==> config.mk <==
export PLATFORM = sky130hd
export DESIGN_NAME = matrix_mul
export DESIGN_NICKNAME = d
export VERILOG_FILES = /design/src/rtl/matrix_mul_pkg.sv /design/src/rtl/matrix_mul_norm.sv /design/src/rtl/matrix_mul.sv
export SDC_FILE = /design/constraint.sdc
export NUM_CORES = 2
export LEC_CHECK = 0
export BUFFER_PORTS_ARGS = -buffer_cell sky130_fd_sc_hd__buf_4
export CELL_PAD_IN_SITES_DETAIL_PLACEMENT = 2
export CELL_PAD_IN_SITES_GLOBAL_PLACEMENT = 2
export CORE_ASPECT_RATIO = 0.8
export CORE_UTILIZATION = 44
export DETAILED_ROUTE_END_ITERATION = 12
export GPL_ROUTABILITY_DRIVEN = 1
export HOLD_SLACK_MARGIN = 0.03
export PLACE_DENSITY = 0.74
export REMOVE_ABC_BUFFERS = 1
export SLEW_MARGIN = 20
export SYNTH_ARGS = -nofsm -noshare
export SYNTH_HDL_FRONTEND = slang
export SYNTH_SLANG_ARGS = --single-unit
==> constraint.sdc <==
create_clock -name src_clk -period 9.65 [get_ports src_clk]
set_input_delay 1.93 -clock src_clk [delete_from_list [all_inputs] [get_ports src_clk]]
set_output_delay 1.93 -clock src_clk [all_outputs]
set_load 0.05 [all_outputs]
==> src/rtl/matrix_mul_pkg.sv <==
// rtl/matrix_mul_pkg.sv - shared constants and FSM state type for matrix_mul
package matrix_mul_pkg;

  localparam int N             = 8;
  localparam int VEC_BASE      = 64;
  localparam int MEM_DEPTH     = 72;
  localparam int WORD_SIZE_DEF = 16;
  localparam int ACC_W         = 2 * WORD_SIZE_DEF + 3;

  typedef enum logic {
    IDLE = 1'b0,
    RUN  = 1'b1
  } state_e;

endpackage

==> src/rtl/matrix_mul_norm.sv <==
// rtl/matrix_mul_norm.sv - leading-sign detect and shift of a row sum into {word, QI, QF}
module matrix_mul_norm
  import matrix_mul_pkg::*;
#(
  parameter int WORD_SIZE = 16,
  parameter int IN_QF     = 12
) (
  input  logic signed [ACC_W-1:0]     acc,
  output logic        [WORD_SIZE-1:0] word,
  output logic        [3:0]           qi,
  output logic        [3:0]           qf
);

  logic signed [ACC_W-1:0] probe;

  always_comb begin
    qi    = 4'd15;
    probe = '0;
    // Sum fits QI.QF when everything above bit 2*IN_QF-2+QI is sign; keep the smallest such QI.
    for (int q = 15; q >= 1; q--) begin
      probe = acc >>> (2 * IN_QF - 1 + q);
      if (probe == {ACC_W{acc[ACC_W-1]}}) begin
        qi = 4'(q);
      end
    end
    word = WORD_SIZE'(acc >>> (2 * IN_QF - WORD_SIZE + int'(qi)));
    qf   = 4'(WORD_SIZE - int'(qi));
  end

endmodule

==> src/rtl/matrix_mul.sv <==
// rtl/matrix_mul.sv - 8x8 Q4.12 matrix times vector, one MAC per cycle, streamed rows
// MATMUL_NORM_EN selects per-element dynamic QI/QF; otherwise output is fixed Q11.5.
module matrix_mul
  import matrix_mul_pkg::*;
#(
  parameter int WORD_SIZE = 16,
  parameter int ADDRS_LEN = 7,
  parameter int IN_QF     = 12
) (
  input  logic                        src_clk,
  input  logic                        rst,
  input  logic                        we,
  input  logic        [WORD_SIZE-1:0] data_wr,
  input  logic        [ADDRS_LEN-1:0] addr,
  output logic signed [WORD_SIZE-1:0] AB_Transpose,
  output logic        [3:0]           QI,
  output logic        [3:0]           QF,
  output logic                        out_valid
);

  localparam int MEM_AW = $clog2(MEM_DEPTH);
  localparam int PROD_W = 2 * WORD_SIZE;

  logic [WORD_SIZE-1:0] mem_q [MEM_DEPTH];

  state_e                  state_q, state_d;
  logic                    we_q, we_d;
  logic [6:0]              k_q, k_d;
  logic signed [ACC_W-1:0] acc_q, acc_d;
  logic [WORD_SIZE-1:0]    ab_q, ab_d;
  logic [3:0]              qi_q, qi_d, qf_q, qf_d;
  logic                    valid_q, valid_d;

  logic [2:0]              col;
  logic signed [PROD_W-1:0] prod;
  logic signed [ACC_W-1:0] prod_ext, acc_sum;
  logic [WORD_SIZE-1:0]    res_word;
  logic [3:0]              res_qi, res_qf;
  logic                    mac;

  always_ff @(posedge src_clk) begin
    if (we && int'(addr) < MEM_DEPTH) begin
      mem_q[MEM_AW'(addr)] <= data_wr;
    end
  end

  // k walks A row-major, so its low three bits double as the B index.
  assign col      = k_q[2:0];
  assign prod     = $signed(mem_q[MEM_AW'(k_q[5:0])]) *
                    $signed(mem_q[MEM_AW'(VEC_BASE) + MEM_AW'(col)]);
  assign prod_ext = {{(ACC_W - PROD_W){prod[PROD_W-1]}}, prod};
  assign acc_sum  = ((col == 3'd0) ? '0 : acc_q) + prod_ext;

`ifdef MATMUL_NORM_EN
  matrix_mul_norm #(
    .WORD_SIZE(WORD_SIZE),
    .IN_QF    (IN_QF)
  ) u_norm (
    .acc (acc_sum),
    .word(res_word),
    .qi  (res_qi),
    .qf  (res_qf)
  );
`else
  localparam int FIX_QI = 11;
  localparam int FIX_QF = WORD_SIZE - FIX_QI;

  assign res_word = WORD_SIZE'(acc_sum >>> (2 * IN_QF - FIX_QF));
  assign res_qi   = 4'(FIX_QI);
  assign res_qf   = 4'(FIX_QF);
`endif

  always_comb begin
    state_d = state_q;
    we_d    = we;
    k_d     = k_q;
    acc_d   = acc_q;
    ab_d    = ab_q;
    qi_d    = qi_q;
    qf_d    = qf_q;
    valid_d = 1'b0;
    mac     = 1'b0;
`ifndef MATMUL_NORM_EN
    qi_d    = res_qi;
    qf_d    = res_qf;
`endif

    case (state_q)
      // The start cycle already carries step 0 so row i finishes at S+8i+7.
      IDLE: begin
        if (!we && we_q) begin
          state_d = RUN;
          mac     = 1'b1;
        end
      end
      RUN: begin
        if (we || k_q == 7'(N * N)) begin
          state_d = IDLE;
          k_d     = '0;
        end else begin
          mac = 1'b1;
        end
      end
      default: state_d = IDLE;
    endcase

    if (mac) begin
      acc_d = acc_sum;
      k_d   = k_q + 7'd1;
      if (col == 3'(N - 1)) begin
        ab_d    = res_word;
        qi_d    = res_qi;
        qf_d    = res_qf;
        valid_d = 1'b1;
      end
    end
  end

  always_ff @(posedge src_clk) begin
    if (rst) begin
      state_q <= IDLE;
      we_q    <= 1'b0;
      k_q     <= '0;
      acc_q   <= '0;
      ab_q    <= '0;
      qi_q    <= '0;
      qf_q    <= '0;
      valid_q <= 1'b0;
    end else begin
      state_q <= state_d;
      we_q    <= we_d;
      k_q     <= k_d;
      acc_q   <= acc_d;
      ab_q    <= ab_d;
      qi_q    <= qi_d;
      qf_q    <= qf_d;
      valid_q <= valid_d;
    end
  end

  assign AB_Transpose = ab_q;
  assign QI           = qi_q;
  assign QF           = qf_q;
  assign out_valid    = valid_q;

endmodule

==> flow_summary.toml <==
[timing]
fin_crit_sh = 1.16
clock_skew_ns = 0.0456
worst_pin_slew_ns = 1.11
slew_headroom = 0.257
rsz0062_at_grt = "true"
hold_slack_ns = 0.456
fmax_mhz = 89.6
setup_violations = 37
fin_ws_ns = -1.51
final_max_slew_viol_count = 0
finalHoldViolCount = 0
min_period_ns = 11.16

[placed_design]
place_inst = 5396
postPlaceCellArea_mm2 = 0.0633
portBuffers = 47
place_congestion = 0.837
hpwl_mm = 130

[worst_setup_path]
start_kind = "flip-flop"
critPathMostFrequentCell = "a21o_1"
worst-path-buf-inv = 12
critPathCaptureType = "flip-flop"
cp.arrival_ns = 11.83
cp.required_ns = 10.33
max_stage_delay_ns = 0.59
worstPathMaxFanout = 9
critPathKind = "flip-flop to flip-flop"
cp_top_family = "adder cells"
cp_slowest_cell = "mux4_2"

[pwr]
leakage_nw = 24.8
power_density_mw_per_mm2 = 402
ir_worst_vdd_v = 0.000785

[final_layout]
fin_area_mm2 = 0.0702
area_growth_pct = 20.8
final_util = 0.539
fin_cells = 5772
finish.net_count = 4329
layout-drive-gt1-share = 0.331
fill_cells = 11400

[route]
vias = 37100
drtAntennaViolNets = 0
drt-vias-per-instance = 6.42
drc = 0
first_pass_iters = 6
wl_per_cell_um = 41.4
drt-initial-drc-count = 5158
routed_wl_mm = 239

[synth]
syn_inst = 3380
synth_area_mm2 = 0.0581
postSynthAreaPerCell_um2 = 17.2
yosysWarnings = 0
ys.flop_type = "edfxtp_1"
ys_ff_latch = 1220
synth_cell_types = 61
yosysSeqAreaShare = 0.619
async_reset_ff_frac = 0
synth_edf_count = 1152

[floorplanning]
start_util = 0.446
dieHeight_um = 327
io_pins = 51
fp.dieArea_mm2 = 0.133
rows = 118
core_area_mm2 = 0.130
die_w_um = 408

[grt]
grt_pass1_wl_mm = 315
antenna_found_initial = 15
grt_pass1_vias = 40000
grt_max_degree = 73
grtUsageTotal = 0.339
grt_overflow = 0

[cts]
clk_path_buf_depth = 3
tritoncts = "yes"
cts.sinks = 1220
root_buffer = "clkbuf_16"
numCtsBuffers = 131
path_clk_slew_ns = 0.07
clkLatencyLatePin_ns = 0.80
cts_hold_repair.buffers = 0
h-tree-depth = 4

[worst_hold_path]
hold_path.class = "flip-flop to flip-flop"

[outcome]
violations = "negative setup slack"
status = "finished, violations left"

[job]
cap_violations = 0
## what timing repair did
item | in CTS | in global routing
gates cloned | 11 | 0
gates resized for setup | 229 | 81
pin swaps | 102 | 78
setup buffers | 75 | 48
endpoints found under the hold margin | 0 | 0
setup endpoints to repair | 32 | 37
## placed cells by master (no fill, tap or decap), drive strengths merged, types with 45 or more instances in the layout
master,count
a21oi,95
clkinv,58
nor2,215
dfxtp,68
clkbuf,157
xnor2,51
buf,554
fa,263
mux4,357
inv,317
edfxtp,1152
nand2b,63
nand2,180
and2,45
nor2b,56
ha,119
## tightest hold or removal path, cell delays in order, from the launching register on
cell and delay (ns):
dfxtp_1 0.31, nand2_1 0.05, a21oi_1 0.05
## per-stage QoR
step / total power, mW / worst slack, ns / setup TNS, ns
finish: 28.2 / -1.51 / -33.51
global route: 29.1 / -1.60 / -37.49
CTS: 25.2 / -0.555 / -7.71
detailed placement: 18.1 / -1.35 / -19.01
global placement: 17.3 / -0.758 / -7.20
floorplan: 12.9 / -9.81 / -424.55
## registers in the layout, indices dropped and copies added (netlist names), named ones only
register	cells
we_q	1
k_q	7
QF	1
AB_Transpose	16
acc_q	35
out_valid	1
mem_q	1152
state_q	1
## layer usage
metal	up-vias	track usage	wire [µm]
met5	-	0	25
met4	4	0.159	14100
met3	734	0.0631	22100
met2	2738	0.561	117000
met1	19900	0.436	86000
li1	13700	-	-
## area by class of cell
cell class	instances	area (µm²)	share of cell area
flip-flops and latches	1220	36000	0.513
multi-input cells	1703	21300	0.304
repair buffers	556	5380	0.0766
clock buffers	157	3480	0.0496
well taps	1740	2180	0.0310
inverters	309	1160	0.0165
clock inverters	80	667	0.00950
diodes	7	17.5	0.000250
## power by group
group | switching [mW] | leakage, nW | total (mW) | internal (mW)
sequential | 0.0258 | 10.9 | 5.85 | 5.83
combinational | 9.34 | 11.9 | 17.1 | 7.74
clock | 2.48 | 2.02 | 5.30 | 2.81
total | 11.8 | 24.8 | 28.2 | 16.4
## cells in the mapped netlist, types with 6 or more instances
cell / instances / area [µm²]
a211oi_1: 19 / 143
a21o_1: 32 / 240
a21oi_1: 95 / 475
and2_1: 45 / 282
buf_1: 15 / 56.3
buf_2: 27 / 135
buf_4: 14 / 105
buf_6: 13 / 146
clkbuf_1: 81 / 304
dfxtp_1: 68 / 1360
edfxtp_1: 1152 / 34600
fa_1: 263 / 5270
ha_1: 119 / 1490
inv_1: 309 / 1160
mux2_2: 17 / 191
mux2i_1: 21 / 210
mux4_2: 357 / 8040
nand2_1: 180 / 676
nand2b_1: 63 / 394
nand3_1: 17 / 85.1
nor2_1: 215 / 807
nor2b_1: 56 / 350
nor3_1: 6 / 30.0
o21a_1: 11 / 82.6
o21ai_0: 25 / 125
o21ai_2: 11 / 96.3
o21bai_1: 11 / 82.6
or2_2: 11 / 68.8
xnor2_1: 51 / 447
xor2_1: 17 / 149
## cell families (layout without fill, tap and decap cells)
logic type      Yosys count  count (layout)  share of synthesized area
compound gates          238             238                     0.0263
buf+inv                 459            1102                     0.0328
fa+ha+maj               382             382                      0.116
simple gates            615             615                     0.0492
mux                     395             395                      0.145
other cells               1              10                  0.0000646
flops                  1220            1220                      0.619
xor+xnor                 70              70                     0.0110
## final timing paths
check / depth (start not counted) / slack, ns / start / to
max: 49 / -1.51 / flip-flop / acc_q[33]$_SDFFE_PP0P_
min: 2 / 0.46 / acc_q[5]$_SDFFE_PP0P_ / acc_q[5]$_SDFFE_PP0P_
max reg2reg: 49 / -1.51 / flip-flop / acc_q[33]$_SDFFE_PP0P_
min reg2reg: 2 / 0.46 / acc_q[5]$_SDFFE_PP0P_ / acc_q[5]$_SDFFE_PP0P_
Power figures use the tool's default switching activity.
